## src/rtl/regfile_wr_arbiter.sv

```systemverilog
// Shares the register file write port between two buffered writers using round-robin arbitration.
// Define RFARB_FIXED_PRIO_EN to give writer 0 fixed priority instead. Also flags pending writes on both read ports.
module regfile_wr_arbiter #(
    parameter int DATA_W = 32,
    parameter int ADDR_W = 3
) (
    input  logic              clk,
    input  logic              reset,
    input  logic              req0_valid,
    input  logic [ADDR_W-1:0] req0_addr,
    input  logic [DATA_W-1:0] req0_data,
    output logic              req0_ready,
    input  logic              req1_valid,
    input  logic [ADDR_W-1:0] req1_addr,
    input  logic [DATA_W-1:0] req1_data,
    output logic              req1_ready,
    input  logic [ADDR_W-1:0] rd_addr1,
    input  logic [ADDR_W-1:0] rd_addr2,
    output logic              rd1_pending,
    output logic              rd2_pending,
    output logic              rf_WR,
    output logic [ADDR_W-1:0] rf_seti,
    output logic [DATA_W-1:0] rf_Input,
    output logic              gnt_id
);
    localparam int NREG = 2 ** ADDR_W;

    logic              buf0_full;
    logic [ADDR_W-1:0] buf0_addr;
    logic [DATA_W-1:0] buf0_data;
    logic              buf1_full;
    logic [ADDR_W-1:0] buf1_addr;
    logic [DATA_W-1:0] buf1_data;
    logic              grant0;
    logic              grant1;
    logic [NREG-1:0]   pending;

    assign req0_ready = !buf0_full;
    assign req1_ready = !buf1_full;

`ifdef RFARB_FIXED_PRIO_EN
    always_comb begin
        grant0 = buf0_full;
        grant1 = buf1_full && !buf0_full;
    end
`else
    typedef enum logic {PRIO0, PRIO1} rr_state_t;

    rr_state_t rr_state;
    rr_state_t rr_next;

    always_ff @(posedge clk or negedge reset) begin
        if (!reset) begin
            rr_state <= PRIO0;
        end else begin
            rr_state <= rr_next;
        end
    end

    // An uncontested grant still hands preference to the idle side, bounding its wait.
    always_comb begin
        grant0  = 1'b0;
        grant1  = 1'b0;
        rr_next = rr_state;
        if (buf0_full && buf1_full) begin
            if (rr_state == PRIO0) begin
                grant0  = 1'b1;
                rr_next = PRIO1;
            end else begin
                grant1  = 1'b1;
                rr_next = PRIO0;
            end
        end else if (buf0_full) begin
            grant0  = 1'b1;
            rr_next = PRIO1;
        end else if (buf1_full) begin
            grant1  = 1'b1;
            rr_next = PRIO0;
        end
    end
`endif

    // Accept and drain are exclusive since ready is simply the empty flag.
    always_ff @(posedge clk or negedge reset) begin
        if (!reset) begin
            buf0_full <= 1'b0;
            buf0_addr <= '0;
            buf0_data <= '0;
        end else if (req0_valid && !buf0_full) begin
            buf0_full <= 1'b1;
            buf0_addr <= req0_addr;
            buf0_data <= req0_data;
        end else if (grant0) begin
            buf0_full <= 1'b0;
        end
    end

    always_ff @(posedge clk or negedge reset) begin
        if (!reset) begin
            buf1_full <= 1'b0;
            buf1_addr <= '0;
            buf1_data <= '0;
        end else if (req1_valid && !buf1_full) begin
            buf1_full <= 1'b1;
            buf1_addr <= req1_addr;
            buf1_data <= req1_data;
        end else if (grant1) begin
            buf1_full <= 1'b0;
        end
    end

    always_ff @(posedge clk or negedge reset) begin
        if (!reset) begin
            rf_WR    <= 1'b0;
            rf_seti  <= '0;
            rf_Input <= '0;
            gnt_id   <= 1'b0;
        end else begin
            rf_WR <= grant0 || grant1;
            if (grant0) begin
                rf_seti  <= buf0_addr;
                rf_Input <= buf0_data;
                gnt_id   <= 1'b0;
            end else if (grant1) begin
                rf_seti  <= buf1_addr;
                rf_Input <= buf1_data;
                gnt_id   <= 1'b1;
            end
        end
    end

    // A register stays pending until the cycle its write is presented to the register file ends.
    always_comb begin
        pending = '0;
        for (int i = 0; i < NREG; i++) begin
            pending[i] = (buf0_full && (buf0_addr == ADDR_W'(i))) ||
                         (buf1_full && (buf1_addr == ADDR_W'(i))) ||
                         (rf_WR && (rf_seti == ADDR_W'(i)));
        end
    end

    assign rd1_pending = pending[rd_addr1];
    assign rd2_pending = pending[rd_addr2];

endmodule

```

## config.mk

```make
export PLATFORM = sky130hd
export DESIGN_NAME = regfile_wr_arbiter
export DESIGN_NICKNAME = d
export VERILOG_FILES = /design/src/rtl/regfile_wr_arbiter.sv
export SDC_FILE = /design/constraint.sdc
export NUM_CORES = 1
export LEC_CHECK = 0
export CAP_MARGIN = 30
export CORE_UTILIZATION = 40
export DETAILED_ROUTE_END_ITERATION = 10
export GPL_ROUTABILITY_DRIVEN = 1
export PLACE_DENSITY = 0.81
export SYNTH_ARGS = -nofsm -noshare
export SYNTH_HDL_FRONTEND = slang
export SYNTH_SLANG_ARGS = --single-unit
```

## constraint.sdc

```tcl
create_clock -name clk -period 1.5 [get_ports clk]
set_input_delay 0.15 -clock clk [delete_from_list [all_inputs] [get_ports clk]]
set_output_delay 0.15 -clock clk [all_outputs]
set_load 0.01 [all_outputs]
```

### Word level (Yosys, flattened, before mapping)

Index checks and enable logic that the tools add are counted.

| operators by class | value |
|---|---|
| magnitude comparators | 2 |
| equality and inequality tests | 21 |
| muxes and demuxes | 24 |
| reductions and logical operators | 53 |

Operator list:

| cell | number |
|---|---|
| $mux W32 | 2 |
| $eq A3 B3 Y1 const B | 12 |
| $logic_and A1 B1 Y1 | 27 |
| $eq A3 B2 Y1 const B | 6 |
| $mux W1 | 18 |
| $logic_or A1 B1 Y1 | 17 |
| $eq A3 B1 Y1 const B | 3 |
| $logic_not A3 Y1 | 3 |
| $lt A3 B4 Y1 const B | 2 |
| $bmux W1 S3 | 2 |
| $mux W3 | 2 |
| $reduce_bool A2 Y1 | 3 |
| $reduce_bool A3 Y1 | 1 |
| $logic_not A1 Y1 | 2 |

| word-level totals | value |
|---|---|
| logic and storage cells | 111 |
| input port bits | 80 |
| register bits | 110 |
| output and inout port bits | 41 |

### Depth between registers and ports, before layout

| logic depth | value |
|---|---|
| depth in word-level cells | 6 |
| mapped depth | 6 |
| depth with buffers taken out | 4 |

### Worst setup path before layout

OpenSTA, ideal clock, no wires.

| path | value |
|---|---|
| kind | register to output |
| start | register rf_seti[1] |
| end | output rd2_pending |
| path buffers | 1 |
| data required time | 1350 ps |
| stages on the path, launching flop included | 6 |
| slack | -207 ps |
| arrival | 1557 ps |
| cells stage by stage | dfrtp_1 clkbuf_1 nand4bb_1 and3_1 a31o_1 o32ai_1 |

| between the ends | value |
|---|---|
| cells in the longest elaborated chain, start to end | 5 |
| elaborated cells between the ends (all ways) | 26 |
| classes of those cells | eq/ne (7); mux (2); reduce/logical (17) |

RTL lines:

| element | line | RTL |
|---|---|---|
| start, declared | 22 | `output logic [ADDR_W-1:0] rf_seti,` |
| start signal, assigned | 121 | `rf_seti <= buf0_addr;` |
| start signal, assigned | 125 | `rf_seti <= buf1_addr;` |
| $eq A3 B1 Y1, or another cell as far along | 138 | `(rf_WR && (rf_seti == ADDR_W'(i)));` |
| $logic_and A1 B1 Y1 | 138 |  |
| $logic_or A1 B1 Y1 | 137 | `(buf1_full && (buf1_addr == ADDR_W'(i))) \|\|` |
| $bmux W1 S3 * | 143 | `assign rd2_pending = pending[rd_addr2];` |
| $mux W1 (not written as such) * | 143 |  |
| end, declared | 20 | `output logic rd2_pending,` |

Mark *: on every way between the ends. The rest lies on a longest branch, timed or not. The select of a mux whose other input is x is not followed.

### Final worst setup path

| path | value |
|---|---|
| start | register rf_seti[0] |
| end | output rd2_pending |

Same word-level chain as after synthesis.

==> impl_metrics.yaml <==
route:
  num_vias: 3751
  drt-vias-per-instance: 5.42
  drt-total-wl_mm: 13.0
  postRouteAntennaNets: 0
  drtIter0Drc: 231
  firstDrtPassIters: 4
  drc_errors: 0
  wl_per_cell_um: 18.8
critical_path:
  critPathLaunchType: "flop"
  reg2reg_slack_ns: -0.09
  timing.rr.end: "buf0_data[11]$_DFFE_PN0P_"
  worstPathMaxFanout: 7
  r2r_cells: 5
  r2r_start: "buf0_full$_DFFE_PN0P_"
  critPathCaptureType: "output port"
  worstPathRequired_ns: 1.35
  crit_type: "reg -> out"
  arrival_ns: 2.05
placement:
  hpwl_mm: 7.81
  pre_cts_slack_ns: -0.692
  io_buffers: 120
  gp_congestion: 0.952
timing:
  finalCriticalPeriod_ns: 2.20
  skew_ns: 0.0119
  drv_slew: 0
  finalCritPeriodShare_pct: 146
  slew_headroom_pct: 71.7
  finalSetupTns_ns: -2.57
  setup_violations: 20
  tightest_slew_ns: 0.425
  setup_ws_ns: -0.697
  rsz0062_at_grt: "yes"
  hold_viol_final: 0
  fmax_mhz: 455
logic_synthesis:
  synthCells: 383
  synth-edff-count: 0
  synth_top_area_share_pct: 58.1
  ys_types: 39
  synthMostInstantiatedCell: "dfrtp_1"
  async_reset_ff_share_pct: 100
  synthTopCellsByCount: "110 x dfrtp_1, 74 x nand2_1, 70 x mux2_2"
  synth.net_count: 463
  syn_area_mm2: 0.00474
  yosys_most_used_dff: "dfrtp_1"
  synth.avg_cell_area_um2: 12.4
  ys_seq_area_share_pct: 58.1
  ys_ff_latch: 110
  yosys_warnings: 0
  synthTopCellsByArea: "dfrtp_1 58%, mux2_2 17%, nand2_1 5.9%"
  synth_top_cell_by_area: "dfrtp_1"
floorplanning:
  core_area_mm2: 0.0115
  die-area_mm2: 0.0123
  die_x_um: 111
  rows: 39
  start_util_pct: 41.3
  dieHeight_um: 111
  io_pins: 121
cts:
  cts_tree: "built"
  clkLatencyLatePin_ns: 0.35
  htreeDepth: 3
  path_clk_slew_ns: 0.08
  cts_sinks: 110
  numCtsBuffers: 9
  cts_buffer_depth: 2
  root_buffer: "clkbuf_16"
cells_and_area:
  diodes: 0
  area_growth_pct: 49.9
  post-route-util_pct: 61.9
  drive_above_1_share_pct: 32.8
  fin_nets: 624
grt:
  globalRoute.totalOverflow: 0
  grt_pass1_vias: 3917
  antenna_found_initial: 0
  grt_max_degree: 42
  grt_usage_pct: 20.3
  grt_pass1_wl_mm: 19.6
run_status:
  status: "complete, but fails checks"
  violations: "setup timing"
power_and_ir_drop:
  vdd.ir_drop.worst_v: 0.000840
  p_per_area_mw_per_mm2: 1760
  totalPowerFinal_mw: 12.5
  p_leak_nw: 3.06
hold_path:
  min-delay-path-class: "in -> async"
flow_run:
  cap_violations: 0
[area by class of cell]
class                      count  area [um^2]
multi-input combinational    240         2040
tap                          143          179
timing repair buffer         177         1800
sequential                   110         2770
clock inverter                 6         52.6
fill                         891         4370
inverter                       6         22.5
clock buffer                  10          229
[flip-flops by register name (all words and copies together) (netlist names)]
signal     flops
buf0_data     32
rr_state       1
buf1_data     32
rf_seti        3
buf0_full      1
rf_WR          1
rf_Input      32
buf1_full      1
buf1_addr      3
buf0_addr      3
gnt_id         1
[report_power, final]
part           internal, mW  switching (mW)  leakage, nW
combinational          3.09            2.25         1.65
sequential             4.08           0.815         1.28
clock                  1.16            1.12        0.132
total                  8.33            4.19         3.06
[how the worst max path moves through the flow]
stage,start,endpoint,slack (ns)
after floorplan,rf_seti[0]$_DFFE_PN0P_,rd2_pending,-0.13
after global placement,buf0_addr[0]$_DFFE_PN0P_,rd2_pending,-0.64
after detailed placement,buf0_addr[2]$_DFFE_PN0P_,rd2_pending,-0.69
after CTS,rf_seti[0]$_DFFE_PN0P_,rd2_pending,-0.61
after global routing,buf0_addr[0]$_DFFE_PN0P_,rd2_pending,-0.74
final,rf_seti[0]$_DFFE_PN0P_,rd2_pending,-0.70
[cell usage in the layout, fill, tap and decap left out, drive strengths merged, types with 2 or more instances in the layout]
cell	netlist	layout
a21oi	2	2
a22oi	35	35
a31o	3	3
and3	3	3
and4bb	3	3
buf	16	56
clkbuf	12	14
clkdlybuf4s50	0	111
clkinvlp	0	2
dfrtp	110	110
dlygate4sd2	0	4
inv	6	10
mux2	70	70
nand2	74	74
nand4	6	6
nand4b	9	9
nand4bb	6	6
nor2	5	6
nor2b	2	2
nor3	3	3
nor4b	3	3
[worst max-delay path, stage by stage, from the launching register on]
cell and delay [ns]:
dfrtp_2 0.44, nand4b_1 0.28, and3_1 0.22, mux4_2 0.50, o32ai_4 0.10, buf_2 0.17
[per-layer routing]
layer,vias up,track usage [%],part of all wire (%)
met5,-,0,0
met4,0,7.47,1.7
met3,22,5.63,6.7
met2,145,34.5,50
met1,1879,24.5,41
li1,1705,-,-
[logic make-up (layout without fill, tap and decap cells)]
| kind of cell | after synthesis | count (layout) | synth area share [%] |
|---|---|---|---|
| buffers and inverters | 34 | 199 | 3.43 |
| multiplexers | 71 | 71 | 17.1 |
| flip-flops | 110 | 110 | 58.1 |
| AO/OA/AOI/OAI | 50 | 50 | 8.19 |
| AND/OR/NAND/NOR | 118 | 119 | 13.2 |
[what timing repair did]
item,CTS,global route
hold buffers,1,0
cloned,1,4
hold endpoints to repair,30,0
pin swaps,10,1
setup buffers,18,5
gates resized for setup,44,23
endpoints found under the setup margin,77,7
[stage by stage]
step | instance area [um^2] | hold WS [ns] | instances
6_report | 7100 | 0.282 | 692
4_1_cts | 6860 | 0.295 | 683
5_1_grt | 7100 | 0.303 | 692
2_1_floorplan | 4810 | -0.146 | 383
3_5_place_dp | 6320 | 0.118 | 647
3_3_place_gp | 6320 | 0.109 | 647
No activity file was read; power rests on OpenSTA's default activity.
